### src/rtl/seg7_scan_decoder_if.sv
// -----------------------------------------------------------------------------
// seg7_scan_decoder_if
//
// Purpose: bundles the multiplexed 7-segment display lines and the recovered
// frame outputs of seg7_scan_decoder into one port.
//
// Signals:
//   an          [NUM_DIGITS-1:0]   anode enables, active-low, an[i]=0 selects i
//   seg         [6:0]              segment lines, active-low, {a,b,c,d,e,f,g}
//   frame_bcd   [4*NUM_DIGITS-1:0] last complete frame, position i in [4i+3:4i]
//   frame_valid                    one-cycle pulse when frame_bcd is updated
//   frame_err                      frame held an undecodable position
//   scan_err                       one-cycle pulse per sample with >1 anode low
//
// Modports:
//   master  drives the display lines and observes the recovered frame
//   slave   the decoder: watches the display lines, drives the frame outputs
// -----------------------------------------------------------------------------
interface seg7_scan_decoder_if #(
    parameter int NUM_DIGITS = 4
);

    logic [NUM_DIGITS-1:0]   an;
    logic [6:0]              seg;
    logic [4*NUM_DIGITS-1:0] frame_bcd;
    logic                    frame_valid;
    logic                    frame_err;
    logic                    scan_err;

    modport master (
        output an,
        output seg,
        input  frame_bcd,
        input  frame_valid,
        input  frame_err,
        input  scan_err
    );

    modport slave (
        input  an,
        input  seg,
        output frame_bcd,
        output frame_valid,
        output frame_err,
        output scan_err
    );

endinterface : seg7_scan_decoder_if

### src/rtl/seg7_scan_decoder.sv
// -----------------------------------------------------------------------------
// seg7_scan_decoder
//
// Purpose: receiving end of a time-multiplexed 7-segment display. Watches the
// anode and segment lines, waits for each position to hold a steady pattern,
// decodes it to BCD and assembles a frame once every position has been seen.
// Glitches shorter than STABLE_CYCLES samples and blanking are ignored.
//
// Parameters:
//   NUM_DIGITS     number of display positions (anode lines), 1..8
//   STABLE_CYCLES  identical consecutive samples needed for a capture, 2..255
//
// Ports:
//   clk    system clock
//   reset  asynchronous, active-high reset
//   bus    seg7_scan_decoder_if.slave
//            in : an, seg
//            out: frame_bcd, frame_valid, frame_err, scan_err (all registered)
// -----------------------------------------------------------------------------
module seg7_scan_decoder #(
    parameter int NUM_DIGITS    = 4,
    parameter int STABLE_CYCLES = 4
) (
    input  logic               clk,
    input  logic               reset,
    seg7_scan_decoder_if.slave bus
);

    localparam int         IDX_W        = (NUM_DIGITS > 1) ? $clog2(NUM_DIGITS) : 1;
    localparam logic [7:0] CNT_MAX      = 8'hFF;
    // Counter value on the edge before the one that reaches STABLE_CYCLES.
    localparam logic [7:0] CAPTURE_PREV = 8'(STABLE_CYCLES - 1);

    // -------------------------------------------------------------------------
    // Decode table: exact active-low {a..g} match only. Result is {err, bcd};
    // anything not in the table is reported as 4'hF with err set.
    // -------------------------------------------------------------------------
    function automatic logic [4:0] decode_seg(input logic [6:0] pattern);
        case (pattern)
            7'b0000001: decode_seg = {1'b0, 4'd0};
            7'b1001111: decode_seg = {1'b0, 4'd1};
            7'b0010010: decode_seg = {1'b0, 4'd2};
            7'b0000110: decode_seg = {1'b0, 4'd3};
            7'b1001100: decode_seg = {1'b0, 4'd4};
            7'b0100100: decode_seg = {1'b0, 4'd5};
            7'b0100000: decode_seg = {1'b0, 4'd6};
            7'b0001111: decode_seg = {1'b0, 4'd7};
            7'b0000000: decode_seg = {1'b0, 4'd8};
            7'b0000100: decode_seg = {1'b0, 4'd9};
            default:    decode_seg = {1'b1, 4'hF};
        endcase
    endfunction

    // -------------------------------------------------------------------------
    // State
    // -------------------------------------------------------------------------
    logic [NUM_DIGITS-1:0]   s_an_q;
    logic [6:0]              s_seg_q;
    logic [7:0]              cnt_q,         cnt_d;
    logic [NUM_DIGITS-1:0]   seen_q,        seen_d;
    logic [NUM_DIGITS-1:0]   err_q,         err_d;
    logic [4*NUM_DIGITS-1:0] staging_q,     staging_d;
    logic [4*NUM_DIGITS-1:0] frame_bcd_q,   frame_bcd_d;
    logic                    frame_err_q,   frame_err_d;
    logic                    frame_valid_q, frame_valid_d;
    logic                    scan_err_q,    scan_err_d;

    // -------------------------------------------------------------------------
    // Anode qualification of the sample being registered on this edge.
    // -------------------------------------------------------------------------
    logic [3:0]       low_cnt;
    logic [IDX_W-1:0] low_idx;
    logic             sample_valid;
    logic             sample_multi;
    logic             sample_same;

    // NOTE: every variable assigned in an always_comb gets a default first, so
    // no path leaves it unassigned and no latch is inferred.
    always_comb begin
        low_cnt = '0;
        low_idx = '0;
        for (int i = 0; i < NUM_DIGITS; i++) begin
            if (!bus.an[i]) begin
                low_cnt = low_cnt + 4'd1;
                low_idx = IDX_W'(i);
            end
        end
    end

    // Exactly one anode low selects a position; all high is blanking; more
    // than one low is a scan fault.
    assign sample_valid = (low_cnt == 4'd1);
    assign sample_multi = (low_cnt >  4'd1);

    // The incoming sample matches the one registered on the previous edge,
    // i.e. s_an_q/s_seg_q will have held the same value one edge longer.
    assign sample_same  = (bus.an == s_an_q) && (bus.seg == s_seg_q);

    // -------------------------------------------------------------------------
    // Stability counter: number of consecutive identical valid samples held
    // in s_an_q/s_seg_q, saturating at 255.
    // -------------------------------------------------------------------------
    always_comb begin
        cnt_d = cnt_q;
        if (!sample_valid) begin
            cnt_d = '0;
        end else if (!sample_same) begin
            cnt_d = 8'd1;
        end else if (cnt_q != CNT_MAX) begin
            cnt_d = cnt_q + 8'd1;
        end
    end

    // Capture fires only on the edge where the count steps up to
    // STABLE_CYCLES, never again while it stays at or above that value.
    logic       capture;
    logic [4:0] dec;
    logic       frame_done;

    assign capture    = sample_valid && sample_same && (cnt_q == CAPTURE_PREV);
    // On a capture edge the incoming seg equals s_seg_q, so the registered
    // copy is decoded.
    assign dec        = decode_seg(s_seg_q);
    assign frame_done = &seen_q;

    // -------------------------------------------------------------------------
    // Frame assembly. Completion clears seen/err, but a capture on that same
    // edge belongs to the next frame and is applied after the clear.
    // -------------------------------------------------------------------------
    always_comb begin
        seen_d    = frame_done ? '0 : seen_q;
        err_d     = frame_done ? '0 : err_q;
        staging_d = staging_q;
        if (capture) begin
            seen_d[low_idx]                    = 1'b1;
            err_d[low_idx]                     = dec[4];
            staging_d[4*int'(low_idx) +: 4]    = dec[3:0];
        end
        // The completed frame takes the staging contents from before any
        // capture on this edge.
        frame_bcd_d   = frame_done ? staging_q : frame_bcd_q;
        frame_err_d   = frame_done ? (|err_q)  : frame_err_q;
        frame_valid_d = frame_done;
        scan_err_d    = sample_multi;
    end

    // -------------------------------------------------------------------------
    // Registers
    // -------------------------------------------------------------------------
    // NOTE: sequential state is written with non-blocking assignments so every
    // register samples the pre-edge values regardless of statement order.
    always_ff @(posedge clk or posedge reset) begin
        if (reset) begin
            s_an_q        <= '0;
            s_seg_q       <= '0;
            cnt_q         <= '0;
            seen_q        <= '0;
            err_q         <= '0;
            // NOTE: the staging slots are ordinary flops, not a RAM, so they
            // are cleared with everything else and a discarded partial frame
            // leaves nothing behind.
            staging_q     <= '0;
            frame_bcd_q   <= '0;
            frame_err_q   <= 1'b0;
            frame_valid_q <= 1'b0;
            scan_err_q    <= 1'b0;
        end else begin
            s_an_q        <= bus.an;
            s_seg_q       <= bus.seg;
            cnt_q         <= cnt_d;
            seen_q        <= seen_d;
            err_q         <= err_d;
            staging_q     <= staging_d;
            frame_bcd_q   <= frame_bcd_d;
            frame_err_q   <= frame_err_d;
            frame_valid_q <= frame_valid_d;
            scan_err_q    <= scan_err_d;
        end
    end

    assign bus.frame_bcd   = frame_bcd_q;
    assign bus.frame_err   = frame_err_q;
    assign bus.frame_valid = frame_valid_q;
    assign bus.scan_err    = scan_err_q;

endmodule : seg7_scan_decoder

### src/flat_wrapper.sv
// flat-port wrapper written by rule: the top's interface ports become plain ports
module seg7_scan_decoder_flat 
#(
    parameter int NUM_DIGITS    = 4,
    parameter int STABLE_CYCLES = 4
)
  (clk, reset, bus_an, bus_seg, bus_frame_bcd, bus_frame_valid, bus_frame_err, bus_scan_err);
  seg7_scan_decoder_if #(.NUM_DIGITS(NUM_DIGITS)) bus_i ();
  input  logic clk;
  input  logic reset;
  input wire logic [$bits(bus_i.an)-1:0] bus_an;
  input wire logic [$bits(bus_i.seg)-1:0] bus_seg;
  output wire logic [$bits(bus_i.frame_bcd)-1:0] bus_frame_bcd;
  output wire logic [$bits(bus_i.frame_valid)-1:0] bus_frame_valid;
  output wire logic [$bits(bus_i.frame_err)-1:0] bus_frame_err;
  output wire logic [$bits(bus_i.scan_err)-1:0] bus_scan_err;
  assign bus_i.an = bus_an;
  assign bus_i.seg = bus_seg;
  assign bus_frame_bcd = bus_i.frame_bcd;
  assign bus_frame_valid = bus_i.frame_valid;
  assign bus_frame_err = bus_i.frame_err;
  assign bus_scan_err = bus_i.scan_err;
  seg7_scan_decoder #(.NUM_DIGITS(NUM_DIGITS), .STABLE_CYCLES(STABLE_CYCLES)) u_core (.clk(clk), .reset(reset), .bus(bus_i));
endmodule
### config.mk
export PLATFORM = sky130hd
export DESIGN_NAME = seg7_scan_decoder_flat
export DESIGN_NICKNAME = d
export VERILOG_FILES = /design/src/rtl/seg7_scan_decoder_if.sv /design/src/rtl/seg7_scan_decoder.sv /design/src/flat_wrapper.sv
export SDC_FILE = /design/constraint.sdc
export NUM_CORES = 1
export LEC_CHECK = 0
export ABC_AREA = 1
export BUFFER_PORTS_ARGS = -buffer_cell sky130_fd_sc_hd__buf_2
export CAP_MARGIN = 25
export CORE_ASPECT_RATIO = 0.8
export CORE_MARGIN = 5
export CORE_UTILIZATION = 45
export DETAILED_ROUTE_END_ITERATION = 8
export GPL_TIMING_DRIVEN = 0
export PLACE_DENSITY = 0.66
export SLEW_MARGIN = 20
export SYNTH_ARGS = -nofsm -noshare
export SYNTH_HDL_FRONTEND = slang
export SYNTH_SLANG_ARGS = --single-unit
### constraint.sdc
create_clock -name clk -period 2.1 [get_ports clk]
set_input_delay 0.63 -clock clk [delete_from_list [all_inputs] [get_ports clk]]
set_output_delay 0.63 -clock clk [all_outputs]
set_load 0.05 [all_outputs]
==> run metrics, run 1 <==
routability congestion estimate 0.8342; number of global-route vias before repair 2600; failing checks negative setup slack; CP startpoint kind input pin; first-pass GRT wire length approximately 12000 um; clock root cell clkbuf_8; Clk network pwr share 43.2%; CP Data Arrival Time about 2500 ps; starting density of the core a little under half; skew final 9.677 ps; 1st-iter DRT viols 110; pwr dens 656.6 mW/mm2; setup violators final 29; Clock Tree Buf Depth 2; syn_nets 429; crit-path max FO 5; CTS Sinks 62; leading post-synthesis cells by cell area dfrtp_1, nand2_1, ha_1; Synth-to-Final Area Change 26.48%; most common cell after layout, fill and taps aside nand2_1; Period minus WS final around 2300 ps; Leak 2.236 nW; Cell Chain, Critical Path buf_8 -> inv_8 -> ha_4 -> inv_2 -> nand2_2 -> nand2_2 -> inv_2 -> ha_4 -> or2_1 -> nand2_1 -> nand2_2 -> nor2_4 -> buf_6 -> nand4_4 -> buf_4 -> nand2_1 -> nand2_1; worst min-delay path category input pin to async pin; Tot GR Track Use 15.81%; WS Path Type input pin to flop; Final Cycle Share 107.5%; Routed Antenna Nets 0; Power Internal around 2 mW; setup tns final -2623 ps; IO Pins 32; post-detail-place hpwl 4768 um; Post-Syn Area 0.003203 mm2; Cell variety after synth 30; htree depth 3; final cell count without fillers 550; count of pins over their slew limit 0; register bit total from synthesis 62; ant diodes 0; CP Buf/Inv Count 6; sequential power share 46.0%; fin nets 483; site row count 27; remaining global-route overflow 0; Post-route DRC 0; Vias 2616; switching share of total power 25.06%; fin worst setup slack -156.8 ps; Num CTS Buffers 9; Synth Area per Inst approximately 7.9 um2; leading area contributor after synthesis dfrtp_1; P_sw 666.7 uW; WL/cell 12.17 um; Largest delay share family, worst path simple AND/OR/NAND/NOR gates; Peak VDD IR 0.0004461 V; cell count after placement about 520; Seq/Total Area, Yosys 48.44%; initial antenna violation count 0; Final Hold Viols 0; Cells after Synth 404; relative slew slack 65.08%; Port-buffer cells 31; CP max stage delay between 200 and 300 ps; CP endpoint kind flop; clk_lat worst skew approximately 350 ps; CTS clk-pin slew, worst paths 80 ps; layout cells sized above 1 27.00%; largest net degree at the start of global routing 26; top-area cell type share of the netlist area 48.44%; Slowest cell on crit path ha_4; outcome complete, but fails checks; core area 0.006892 mm2; Logic pwr share 10.8%; drt first pass iters 6; hold_buf cts 0; Avg Vias per Cell 4.756; Die ar. roughly 0.0089 mm2; MaxCap Viol Count 0; Worst Path Required ~2300 ps; RSZ-0062 raised after global routing yes; fmax between 400 and 500 MHz; TritonCTS clock tree built; die width 104.3 um; Worst Tran Pin Value ~520 ps; Die Y between 80 and 90 um; Synth Warn # 0; commonest non-fill, non-tap cells in the layout nand2_1, dfrtp_1, buf_2; drt total wl 6691 um
-- path summary, 6_finish.rpt --
check / start / depth (start not counted) / slack [ps] / to
hold reg to reg: u_core.staging_q[1]$_DFFE_PP0P_ / 2 / 470 / u_core.bus.frame_bcd[1]$_DFFE_PP0P_
setup reg to reg: u_core.cnt_q[0]$_DFFE_PP0P_ / 8 / 270 / u_core.staging_q[8]$_DFFE_PP0P_
max in group asynchronous: reset / 3 / 1360 / u_core.cnt_q[6]$_DFFE_PP0P_
min in group clk: bus_seg[6] / 1 / 410 / u_core.s_seg_q[6]$_DFF_PP0_
setup / recovery: bus_an[0] / 17 / -160 / u_core.staging_q[4]$_DFFE_PP0P_
hold / removal: reset / 2 / 290 / u_core.bus.frame_bcd[11]$_DFFE_PP0P_
-- power by group through the flow --
stage / logic [mW] / registers [mW] / clock network [mW]
finish: 0.287 / 1.22 / 1.15
global route: 0.324 / 1.23 / 1.25
CTS: 0.265 / 1.22 / 1.19
detailed placement: 0.242 / 1.25 / 0
global placement: 0.224 / 1.25 / 0
floorplan: 0.162 / 1.25 / 0
-- worst register-to-register path, stage by stage, from the launching register on --
cell     delay [ps]
dfrtp_1         400
ha_1            210
nand2_1          90
nor4_4          460
nand3_4         180
nor2_4          210
inv_2            70
nand2_1          60
nand2_1          50
-- registers in the layout (all words and copies together) (netlist names), 4 cells and up --
| register | count |
|---|---|
| u_core.bus.frame_bcd | 16 |
| u_core.cnt_q | 8 |
| u_core.err_q | 4 |
| u_core.s_an_q | 4 |
| u_core.s_seg_q | 7 |
| u_core.seen_q | 4 |
| u_core.staging_q | 16 |
-- timing repair --
item                                   CTS  global route
gates resized for setup                 10            35
endpoints found under the hold margin    0             0
pin swaps                               12            14
cloned                                   0             1
buffers inserted                         4             5
setup endpoints to repair               31            31
-- through the flow --
| step | hold WS (ps) | total power [mW] | instance area (um2) | util, % | setup WS, ps |
|---|---|---|---|---|---|
| after global placement | 456.5 | 1.471 | 3518 | 51.05 | -621.6 |
| after detailed placement | 459.4 | 1.489 | 3573 | 51.85 | -655.3 |
| after CTS | 277.5 | 2.676 | 3871 | 56.17 | -125.3 |
| after global routing | 290.4 | 2.798 | 4051 | 58.79 | -257.3 |
| final | 285.9 | 2.660 | 4051 | 58.79 | -156.8 |
| after floorplan | 441.8 | 1.417 | 3254 | - | -251.7 |
-- synth_stat cells --
master    number
nor3_1         7
nand4_1        1
nor2_4         7
a31oi_1        1
inv_2         12
nor2_2         2
buf_6          1
a21oi_4        1
nand2_1      174
nand3_1       19
nand3_4        1
clkbuf_1       3
nand2_2        9
o211a_1        1
nor4_1         1
o21ai_0        9
or2_2          2
or2_1          1
dfrtp_1       62
nor4_4         1
inv_1         27
xor2_1         5
a211oi_1       2
o21ai_1        5
a21oi_1        7
clkinv_2       1
nand4_2        2
buf_1          1
ha_1          12
nor2_1        27
-- layout make-up --
type	instances	area [um2]
clock buffer	9	123.9
timing repair inverter	1	16.27
timing repair buffer	42	322.8
inverter	40	186.4
multi-input combinational	297	1617
fill	610	2840
tap	87	108.9
clock inverter	7	98.84
sequential	62	1551
buffer	5	26.28
-- layer usage --
metal | share of wire [%] | global-route usage [%] | routed length, um
met3 | 4.5 | 5.779 | 304
met2 | 46 | 24.84 | 3061
met4 | 1.3 | 4.824 | 88
met5 | 0 | 0 | 0
met1 | 48 | 20.46 | 3237
-- cells by family (layout without fill, tap and decap cells) --
kind of cell	Yosys count	in the layout	synth area share, %
compound gates	26	26	4.765
simple gates	254	254	35.20
buf+inv	45	104	5.547
xor+xnor	5	5	1.367
fa+ha+maj	12	12	4.687
flops	62	62	48.44
Note: power is estimated with default switching activity, not from simulation.
==> run 2, diff against run 1 <==
--- a/config.mk
+++ b/config.mk
@@ -9,7 +9,7 @@
 export BUFFER_PORTS_ARGS = -buffer_cell sky130_fd_sc_hd__buf_2
 export CAP_MARGIN = 25
 export CORE_ASPECT_RATIO = 0.8
-export CORE_MARGIN = 5
+export CORE_MARGIN = 2
 export CORE_UTILIZATION = 45
 export DETAILED_ROUTE_END_ITERATION = 8
 export GPL_TIMING_DRIVEN = 0
==> run metrics, run 2 (synthesis results as in run 1) <==
Die ar. 0.007813 mm2 (-12%); remaining global-route overflow 0 (unchanged); commonest non-fill, non-tap cells in the layout nand2_1, dfrtp_1, buf_2; CTS clk-pin slew, worst paths 70 ps (about the same); pwr dens 640.1 mW/mm2 (-2.5%); site row count 27 (unchanged); MaxCap Viol Count 0 (unchanged); failing checks negative setup slack; ant diodes 0 (unchanged); starting density of the core 46.48% (unchanged); IO Pins 32 (unchanged); CP startpoint kind input pin; Tot GR Track Use 17.94% (+2.1 points); Sequential Area 0.001551 mm2 (unchanged); drt total wl 6485 um (-3.1%); most common cell after layout, fill and taps aside nand2_1; Tot Pwr 2.546 mW (-4.3%); CP Data Arrival Time 2460 ps (-30 ps); fmax 449.8 MHz (+1.5%); die width 98.33 um (-5.8%); hold slack 375.9 ps (+90.04 ps); WS Path Type input pin to flop; RSZ-0062 raised after global routing yes; Final Cycle Share 105.9% (-1.6 points); drt first pass iters 4 (-2); Final Hold Viols 0 (unchanged); setup tns final -2251 ps (+371.7 ps); core area 0.006892 mm2 (unchanged); Post-route DRC 0 (unchanged); count of pins over their slew limit 0 (unchanged); Routed Antenna Nets 0 (unchanged); footprint of the multi-input gates 0.001600 mm2 (-1.0%); Worst Path Required 2340 ps (about the same); routability congestion estimate 0.8482 (+1.7%); CP endpoint kind flop; clk_lat worst skew 340 ps (about the same); Die Y 79.46 um (-7.0%); Num CTS Buffers 9 (unchanged); setup violators final 31 (+6.9%); hold_buf cts 0 (unchanged); fin nets 485 (+0.41%); WL/cell 11.75 um (-3.4%); crit-path max FO 4 (-1); post-detail-place hpwl 4545 um (-4.7%); TritonCTS clock tree built; final cell count without fillers 552 (+0.36%); outcome complete, but fails checks; clock root cell clkbuf_8; Leak 2.132 nW (-4.6%); CTS Sinks 62 (unchanged); worst min-delay path category input pin to async pin; number of global-route vias before repair 2486 (-4.4%); htree depth 3 (unchanged); Period minus WS final 2223 ps (-33.36 ps); first-pass GRT wire length 11120 um (-4.5%); Synth-to-Final Area Change 24.18%; cell count after placement 523 (-0.19%); layout cells sized above 1 27.10% (+0.099 points); 1st-iter DRT viols 156 (+42%); skew final 6.240 ps (-3.437 ps); Avg Vias per Cell 4.793 (+0.78%); Fill cells 651 (+6.7%); Peak VDD IR 0.0004012 V (-10%); Clock Tree Buf Depth 2 (unchanged); initial antenna violation count 0 (unchanged); Port-buffer cells 31 (unchanged); Worst Tran Pin Value 680.1 ps (+156.2 ps); Final Util 57.72% (-1.1 points); R2R depth 11 (+3); relative slew slack 54.57% (-11 points); largest net degree at the start of global routing 35 (+35%); fin worst setup slack -123.5 ps (+33.36 ps); Vias 2646 (+1.1%)
-- run 2: final timing paths --
check | startpoint | endpoint | slack [ps]
max | bus_an[1] | u_core.staging_q[5]$_DFFE_PP0P_ | -120
min | reset | u_core.err_q[1]$_DFF_PP0_ | 380
max reg2reg | u_core.s_seg_q[4]$_DFF_PP0_ | u_core.staging_q[10]$_DFFE_PP0P_ | 270
min reg2reg | u_core.bus.frame_bcd[12]$_DFFE_PP0P_ | u_core.bus.frame_bcd[12]$_DFFE_PP0P_ | 480
max in group asynchronous | reset | u_core.bus.frame_bcd[5]$_DFFE_PP0P_ | 1150
min in group clk | bus_an[0] | u_core.s_an_q[0]$_DFF_PP0_ | 410
-- run 2: cell type report --
cell class                      count  share of cell area [%]
Multi-Input combinational cell    297                   40.23
Sequential cell                    62                   39.01
Timing Repair Buffer               45                   7.801
Inverter                           40                   4.624
Clock buffer                        9                   3.114
Tap cell                           87                   2.737
Clock inverter                      7                   1.824
Buffer                              5                  0.6606
-- run 2: routing by layer --
metal  track usage, %  vias up  wire, um
met5                0        -         0
met2            28.37       60      2927
met3            5.779        9       357
met4            5.479        0        65
li1                 -     1366         -
met1            23.69     1211      3135
-- run 2: critical path: stages --
cell and delay (ps):
buf_12 100, inv_12 30, ha_4 260, inv_2 30, nand2_2 40, nand2_2 50
inv_2 70, ha_4 190, or2_1 200, nand2_1 70, nand2_2 70, nor2_4 190
buf_6 130, nand4_4 120, buf_4 180, nand2_1 50, nand2_1 60
-- run 2: stage by stage --
| step | worst slack [ps] | cell area [um2] |
|---|---|---|
| after global routing | -207.4 | 3978 |
| after global placement | -621.5 | 3518 |
| after detailed placement | -640.4 | 3538 |
| after CTS | -110.7 | 3821 |
| after floorplan | -251.7 | 3254 |
| final | -123.5 | 3978 |
-- run 2: power breakdown --
group          internal [mW]  switching, mW  leakage, nW
Combinational          0.110          0.168         1.22
Clock                  0.549          0.496       0.0956
Sequential              1.21         0.0136        0.821
Total                   1.87          0.677         2.13
-- run 2: what timing repair did --
action / 4_1_cts / 5_1_grt
setup buffers: 5 / 8
pin swaps: 12 / 13
gates resized for setup: 13 / 28
endpoints found under the setup margin: 31 / 31
